<file path="src/rtl/pwm_pkg.sv">
// Shared types and constants for the multi-channel PWM.
package pwm_pkg;

  localparam int unsigned DEF_WIDTH   = 8;
  localparam int unsigned DEF_CH      = 4;
  localparam int unsigned DEF_PRESC_W = 8;

  typedef enum logic {
    UP   = 1'b0,
    DOWN = 1'b1
  } dir_e;

  function automatic int unsigned cnt_max(input int unsigned width);
    return (32'd1 << width) - 32'd1;
  endfunction

endpackage

</file>
<file path="src/rtl/pwm_multi_if.sv">
// Control/status bundle between register logic and pwm_multi.
// Carries the mode bit only when PWM_CENTER_ALIGNED_EN is defined.
interface pwm_multi_if
  import pwm_pkg::*;
#(
  parameter int unsigned WIDTH   = DEF_WIDTH,
  parameter int unsigned CH      = DEF_CH,
  parameter int unsigned PRESC_W = DEF_PRESC_W
);
  logic                  en;
  logic [PRESC_W-1:0]    presc;
  logic [CH*WIDTH-1:0]   duty;
  logic                  duty_upd;
  logic [CH-1:0]         pol;
`ifdef PWM_CENTER_ALIGNED_EN
  logic                  mode;
`endif
  logic [CH-1:0]         pulse;
  logic                  upd_pending;
  logic                  period_start;

  modport master (
    output en, presc, duty, duty_upd, pol,
`ifdef PWM_CENTER_ALIGNED_EN
    output mode,
`endif
    input  pulse, upd_pending, period_start
  );

  modport slave (
    input  en, presc, duty, duty_upd, pol,
`ifdef PWM_CENTER_ALIGNED_EN
    input  mode,
`endif
    output pulse, upd_pending, period_start
  );
endinterface

</file>
<file path="src/rtl/pwm_timebase.sv">
// Shared prescaler + period counter; flags the period boundary tick.
// PWM_CENTER_ALIGNED_EN adds the up/down counting mode.
module pwm_timebase
  import pwm_pkg::*;
#(
  parameter int unsigned WIDTH   = DEF_WIDTH,
  parameter int unsigned PRESC_W = DEF_PRESC_W
) (
  input  logic               clk,
  input  logic               rst_n,
  input  logic               en,
  input  logic [PRESC_W-1:0] presc,
`ifdef PWM_CENTER_ALIGNED_EN
  input  logic               mode,
`endif
  output logic [WIDTH-1:0]   cnt,
  output logic               boundary,
  output logic               period_start
);
  localparam logic [WIDTH-1:0]   MAX   = WIDTH'(cnt_max(WIDTH));
  localparam logic [WIDTH-1:0]   ONE   = WIDTH'(1);
  localparam logic [PRESC_W-1:0] P_ONE = PRESC_W'(1);

  logic [PRESC_W-1:0] pcnt_q, pcnt_nxt;
  logic [WIDTH-1:0]   cnt_q, cnt_nxt;
  dir_e               dir_q, dir_nxt;
  logic               center_q, center_nxt;
  logic               ps_q;
  logic               tick;
  logic               bnd;
  logic               mode_sel;

`ifdef PWM_CENTER_ALIGNED_EN
  assign mode_sel = mode;
`else
  assign mode_sel = 1'b0;
`endif

  always_ff @(posedge clk or negedge rst_n) begin
    if (!rst_n) begin
      pcnt_q   <= '0;
      cnt_q    <= '0;
      dir_q    <= UP;
      center_q <= 1'b0;
      ps_q     <= 1'b0;
    end else begin
      pcnt_q   <= pcnt_nxt;
      cnt_q    <= cnt_nxt;
      dir_q    <= dir_nxt;
      center_q <= center_nxt;
      ps_q     <= bnd;
    end
  end

  // >= so a presc lowered below the running count still ticks at the next compare
  always_comb begin
    tick       = en && (pcnt_q >= presc);
    pcnt_nxt   = pcnt_q;
    cnt_nxt    = cnt_q;
    dir_nxt    = dir_q;
    center_nxt = center_q;
    bnd        = 1'b0;
    if (en) pcnt_nxt = tick ? '0 : pcnt_q + P_ONE;
    if (tick) begin
      if (center_q) begin
        if (dir_q == UP) begin
          if (cnt_q == MAX) begin
            dir_nxt = DOWN;
            cnt_nxt = MAX - ONE;
          end else begin
            cnt_nxt = cnt_q + ONE;
          end
        end else begin
          cnt_nxt = cnt_q - ONE;
          if (cnt_q == ONE) begin
            bnd     = 1'b1;
            dir_nxt = UP;
          end
        end
      end else begin
        cnt_nxt = cnt_q + ONE;
        dir_nxt = UP;
        bnd     = (cnt_q == MAX);
      end
      if (bnd) center_nxt = mode_sel;
    end
  end

  assign cnt          = cnt_q;
  assign boundary     = bnd;
  assign period_start = ps_q;
endmodule

</file>
<file path="src/rtl/pwm_multi.sv">
// CH-channel PWM with shared timebase and double-buffered duty values.
// Optional PWM_CENTER_ALIGNED_EN exposes the center-aligned mode bit.
module pwm_multi
  import pwm_pkg::*;
#(
  parameter int unsigned WIDTH   = DEF_WIDTH,
  parameter int unsigned CH      = DEF_CH,
  parameter int unsigned PRESC_W = DEF_PRESC_W
) (
  input logic        clk,
  input logic        rst_n,
  pwm_multi_if.slave bus
);
  localparam logic [WIDTH-1:0] MAX = WIDTH'(cnt_max(WIDTH));

  logic [WIDTH-1:0] cnt;
  logic             boundary;
  logic             pending_q;
  logic [CH-1:0]    level;

  pwm_timebase #(
    .WIDTH   (WIDTH),
    .PRESC_W (PRESC_W)
  ) u_timebase (
    .clk          (clk),
    .rst_n        (rst_n),
    .en           (bus.en),
    .presc        (bus.presc),
`ifdef PWM_CENTER_ALIGNED_EN
    .mode         (bus.mode),
`endif
    .cnt          (cnt),
    .boundary     (boundary),
    .period_start (bus.period_start)
  );

  // A strobe on the boundary re-arms pending, so the fresh value waits a period
  always_ff @(posedge clk or negedge rst_n) begin
    if (!rst_n)            pending_q <= 1'b0;
    else if (bus.duty_upd) pending_q <= 1'b1;
    else if (boundary)     pending_q <= 1'b0;
  end

  for (genvar k = 0; k < CH; k++) begin : g_ch
    logic [WIDTH-1:0] staging;
    logic [WIDTH-1:0] active;
    logic             level_q;

    always_ff @(posedge clk or negedge rst_n) begin
      if (!rst_n) begin
        staging <= '0;
        active  <= '0;
        level_q <= 1'b0;
      end else begin
        if (bus.duty_upd)          staging <= bus.duty[k*WIDTH +: WIDTH];
        if (boundary && pending_q) active  <= staging;
        if (active == '0)          level_q <= 1'b0;
        else if (active == MAX)    level_q <= 1'b1;
        else                       level_q <= (cnt < active);
      end
    end

    assign level[k] = level_q;
  end

  assign bus.pulse       = level ^ bus.pol;
  assign bus.upd_pending = pending_q;
endmodule

</file>
<file path="src/flat_wrapper.sv">
// flat-port wrapper written by rule: the top's interface ports become plain ports
module pwm_multi_flat import pwm_pkg::*;
#(
  parameter int unsigned WIDTH   = DEF_WIDTH,
  parameter int unsigned CH      = DEF_CH,
  parameter int unsigned PRESC_W = DEF_PRESC_W
)
  (clk, rst_n, bus_en, bus_presc, bus_duty, bus_duty_upd, bus_pol, bus_pulse, bus_upd_pending, bus_period_start);
  pwm_multi_if #(.WIDTH(WIDTH), .CH(CH), .PRESC_W(PRESC_W)) bus_i ();
  input logic clk;
  input logic rst_n;
  input wire logic [$bits(bus_i.en)-1:0] bus_en;
  input wire logic [$bits(bus_i.presc)-1:0] bus_presc;
  input wire logic [$bits(bus_i.duty)-1:0] bus_duty;
  input wire logic [$bits(bus_i.duty_upd)-1:0] bus_duty_upd;
  input wire logic [$bits(bus_i.pol)-1:0] bus_pol;
  output wire logic [$bits(bus_i.pulse)-1:0] bus_pulse;
  output wire logic [$bits(bus_i.upd_pending)-1:0] bus_upd_pending;
  output wire logic [$bits(bus_i.period_start)-1:0] bus_period_start;
  assign bus_i.en = bus_en;
  assign bus_i.presc = bus_presc;
  assign bus_i.duty = bus_duty;
  assign bus_i.duty_upd = bus_duty_upd;
  assign bus_i.pol = bus_pol;
  assign bus_pulse = bus_i.pulse;
  assign bus_upd_pending = bus_i.upd_pending;
  assign bus_period_start = bus_i.period_start;
  pwm_multi #(.WIDTH(WIDTH), .CH(CH), .PRESC_W(PRESC_W)) u_core (.clk(clk), .rst_n(rst_n), .bus(bus_i));
endmodule
</file>
<file path="config.mk">
export PLATFORM = sky130hd
export DESIGN_NAME = pwm_multi_flat
export DESIGN_NICKNAME = d
export VERILOG_FILES = /design/src/rtl/pwm_pkg.sv /design/src/rtl/pwm_multi_if.sv /design/src/rtl/pwm_timebase.sv /design/src/rtl/pwm_multi.sv /design/src/flat_wrapper.sv
export SDC_FILE = /design/constraint.sdc
export NUM_CORES = 1
export LEC_CHECK = 0
export CORE_UTILIZATION = 25
export DETAILED_ROUTE_END_ITERATION = 6
export MAX_ROUTING_LAYER = met4
export PLACE_DENSITY = 0.41
export SLEW_MARGIN = 20
export SYNTH_ARGS = -nofsm -noshare
export SYNTH_HDL_FRONTEND = slang
export SYNTH_SLANG_ARGS = --single-unit
export TNS_END_PERCENT = 50
</file>
<file path="constraint.sdc">
create_clock -name clk -period 3.1 [get_ports clk]
set_clock_uncertainty 0.2 [all_clocks]
set_input_delay 0.465 -clock clk [delete_from_list [all_inputs] [get_ports clk]]
set_output_delay 0.465 -clock clk [all_outputs]
set_load 0.01 [all_outputs]
</file>
==> impl_metrics.ini <==
[sta]
tightestPinTransition_ps = 532.3
period_share = 0.8619
setup_repair_after_global_routing_missed_its_margin = no
period_needed_ps = 2672
final_max_slew_viol_count = 0
hold_slack_ps = 286.5
setup_viol = 0
max_freq_ghz = 0.3743
final-hold-violation-count = 0
fin_tns_setup_ps = 0
timing.slew.headroom = 0.6452

[clock_network]
worstSkewPairLatency_ps = 340
cts.sinks = 86
cts_hold_buffers = 1
cts.reportedPaths.clkPinSlew_ps = 60
cts.path.max_buffers = 2
post_cts_resized = 0
cts-buffers-inserted = 9
clock_tree.root_cell = clkbuf_16
cts_setup_buffers = 0
cts_tree = built
htree_levels = 3

[logic_synthesis]
synth_cell_area_um2 = 4459
synthesized_area_fraction_occupied_by_and_or_nand_nor_cells = 0.08698
synth-seq-cells = 86
synth_fa_ha_area_frac = 0.1066
synth_top_family_by_area = multiplexers
yosys_warnings = 0
mappedNetlistNets = 457
postSynth.topFlopCell = dfrtp_1
yosys-top-cells-area = dfrtp_1, mux2_2, ha_1
muxShareOfSynthArea = 0.1667
synth_edf_count = 0
synth_largest_area_cell = dfrtp_1
synth_compound_area_frac = 0.08389
netlist_instances = 371
yosysUniqueCellTypes = 35
ys_seq_area_frac = 0.4826
async_flop_share = 1.000
synthXorXnorAreaFrac = 0.02750
synth_area_per_cell_um2 = 12.02
synthDominantCellAreaShare = 0.4826

[status]
status = complete, no violations

[final_layout]
fillerInstances = 1722
final_cell_count_no_fill = 667
finish.net_count = 523
area.growth.synth_to_final_pct = 26.40
antenna_cells = 0
post-route-util = 0.3248
fraction_of_final_layout_cells_sized_beyond_drive_strength_1 = 0.2081

[power_and_ir_drop]
pwr_density_cell_nw_per_um2 = 502.4
fin_total_pwr_w = 0.002832
ir_worst_vdd_mv = 0.2194
static-leakage-power_nw = 2.554

[setup_path]
worstPathCellList = clkdlybuf4s50_1, ha_1, nand2b_4, a2111oi_4, nor3_4, o211ai_4, buf_12, mux2_2
worst-endpoint-required_ps = 3130
worstSetupStartpointType = primary input
cpLargestDelayFamily = compound AO/OA/AOI/OAI gates
worst-setup-path-type = primary input to flip-flop
endpoint_kind = flip-flop
crit_slowest_cell = a2111oi_4
crit_arrival_ps = 2700
critical-path-max-stage-delay_ps = 480
crit_fanout = 19
critical_path_buf_inv_count = 2

[global_route]
number_of_antenna_violations_at_the_first_check_in_global_routing = 0
grt_pass1_wl_um = 15090
grtUsageTotal = 0.1111
overflow = 0
grt_pass1_vias = 3006
pin_count_of_the_biggest_net_entering_global_routing = 87

[routing]
postRouteAntennaNets = 0
remaining_drc_errors = 0
drt-initial-drc-count = 118
postRouteWirelength_um = 8955
vias = 2962
routedWlPerCell_um = 13.43
drt_first_pass_iters = 4
via_per_inst = 4.441

[floorplanning]
die_width_um = 135.6
initial_core_util = 0.2569
io_count = 54
fp-row-count = 48
fp.coreArea_um2 = 17360
die-area_um2 = 18380
die_h_um = 135.6

[place]
numPortBuffers = 53
routabilityCongestion = 0.7563
post-place-cells = 650
hpwlAfterDp_um = 6338

[worst_hold_path]
min-delay-path-class = flip-flop to flip-flop

[run]
max-cap-violations = 0
## per-stage QoR
| stage | instance area, µm² | worst slack, ps |
|---|---|---|
| after global placement | 5320 | 70.44 |
| final | 5637 | 428.2 |
| after CTS | 5637 | 416.2 |
| after detailed placement | 5320 | 58.75 |
| after floorplan | 4459 | 545.7 |
| after global routing | 5637 | 353.5 |
## state kept, by name (all words and copies together) (netlist names)
name / flops
u_core.g_ch.level_q: 4
u_core.u_timebase.pcnt_q: 8
u_core.g_ch.staging: 32
u_core.u_timebase.period_start: 1
u_core.bus.upd_pending: 1
u_core.g_ch.active: 32
u_core.u_timebase.cnt: 8
## placed cells by master, fill, tap and decap left out, types with 2 or more instances in the layout
cell type         n
clkbuf_8          5
buf_12            3
o21ai_0           9
nor3_1            2
mux2_1            6
buf_4             7
xor2_1            6
nand2b_1          4
nor2b_1           7
and3_1            3
xnor2_1           8
ha_1             38
nand2_1           7
a21oi_1          14
mux2_2           60
nand3_1           5
nor2_1           16
nand4_1          18
o31ai_1           3
dfrtp_1          86
or4_1             4
a22o_1            3
a21o_1            8
o21a_1            3
a211oi_1          4
inv_1            40
clkbuf_16         9
clkdlybuf4s50_1  52
## path summary, 6_finish.rpt
| kind | start | end | slack, ps | cells past startpoint |
|---|---|---|---|---|
| worst max register to register | u_core.u_timebase.pcnt_q[0] | u_core.g_ch[1].active[1] | 460 | 8 |
| worst min-delay path | u_core.g_ch[0].staging[0] | u_core.g_ch[0].active[0] | 290 | 1 |
| worst max-delay path | bus_presc[0] | u_core.g_ch[1].active[1] | 430 | 8 |
| worst min register to register | u_core.g_ch[0].staging[0] | u_core.g_ch[0].active[0] | 290 | 1 |
| max in group asynchronous | rst_n | u_core.g_ch[0].active[0] | 1850 | 3 |
| min in group asynchronous | rst_n | u_core.g_ch[1].staging[3] | 500 | 3 |
## cells by family (layout without fill, tap and decap cells)
kind of cell	Yosys count	in the layout
AO/OA/AOI/OAI	50	50
XOR/XNOR	14	14
adder cells (fa/ha/maj)	38	38
buffers and inverters	48	119
flip-flops	86	86
multiplexers	66	66
AND/OR/NAND/NOR	69	69
## cells in the mapped netlist (2+ instances only)
| library cell | count |
|---|---|
| dfrtp_1 | 86 |
| mux2_2 | 60 |
| inv_1 | 40 |
| ha_1 | 38 |
| nand4_1 | 18 |
| nor2_1 | 16 |
| a21oi_1 | 14 |
| o21ai_0 | 9 |
| a21o_1 | 8 |
| xnor2_1 | 8 |
| nand2_1 | 7 |
| nor2b_1 | 7 |
| mux2_1 | 6 |
| xor2_1 | 6 |
| nand3_1 | 5 |
| a211oi_1 | 4 |
| clkbuf_1 | 4 |
| nand2b_1 | 4 |
| or4_1 | 4 |
| a22o_1 | 3 |
| and3_1 | 3 |
| buf_6 | 3 |
| o21a_1 | 3 |
| o31ai_1 | 3 |
| nor3_1 | 2 |
## area by class of cell
cell class,count,area [µm²],area share
Multi-Input combinational cell,237,2103,0.3731
Sequential cell,86,2152,0.3818
Inverter,40,150.1,0.02664
Timing Repair Buffer,63,643.1,0.1141
Tap cell,225,281.5,0.04994
Clock buffer,14,294.0,0.05216
Clock inverter,2,12.51,0.002220
## power by group
part	switching (W)	total (W)	internal (W)	leakage (nW)
Combinational	0.000188	0.000441	0.000253	1.29
Sequential	0.0000946	0.00130	0.00121	1.11
Clock	0.000439	0.00109	0.000652	0.151
Total	0.000721	0.00283	0.00211	2.55
## worst reg2reg max path: cells and delay by family (launching register included)
| kind | cells | cell delay (ps) |
|---|---|---|
| adders and majority gates | 1 | 250 |
| AOI/OAI and AO/OA | 2 | 740 |
| buffers and inverters | 2 | 340 |
| DFF | 1 | 400 |
| and+or+nand+nor | 2 | 250 |
| muxes | 1 | 350 |
## per-layer routing
| layer | vias to the layer above | track usage | share of wire |
|---|---|---|---|
| met1 | 1447 | 0.1408 | 0.49 |
| li1 | 1448 | - | - |
| met4 | 0 | 0.04370 | 0.017 |
| met2 | 54 | 0.1681 | 0.45 |
| met5 | - | - | 0 |
| met3 | 13 | 0.02881 | 0.041 |
(Power assumes the default switching activity.)
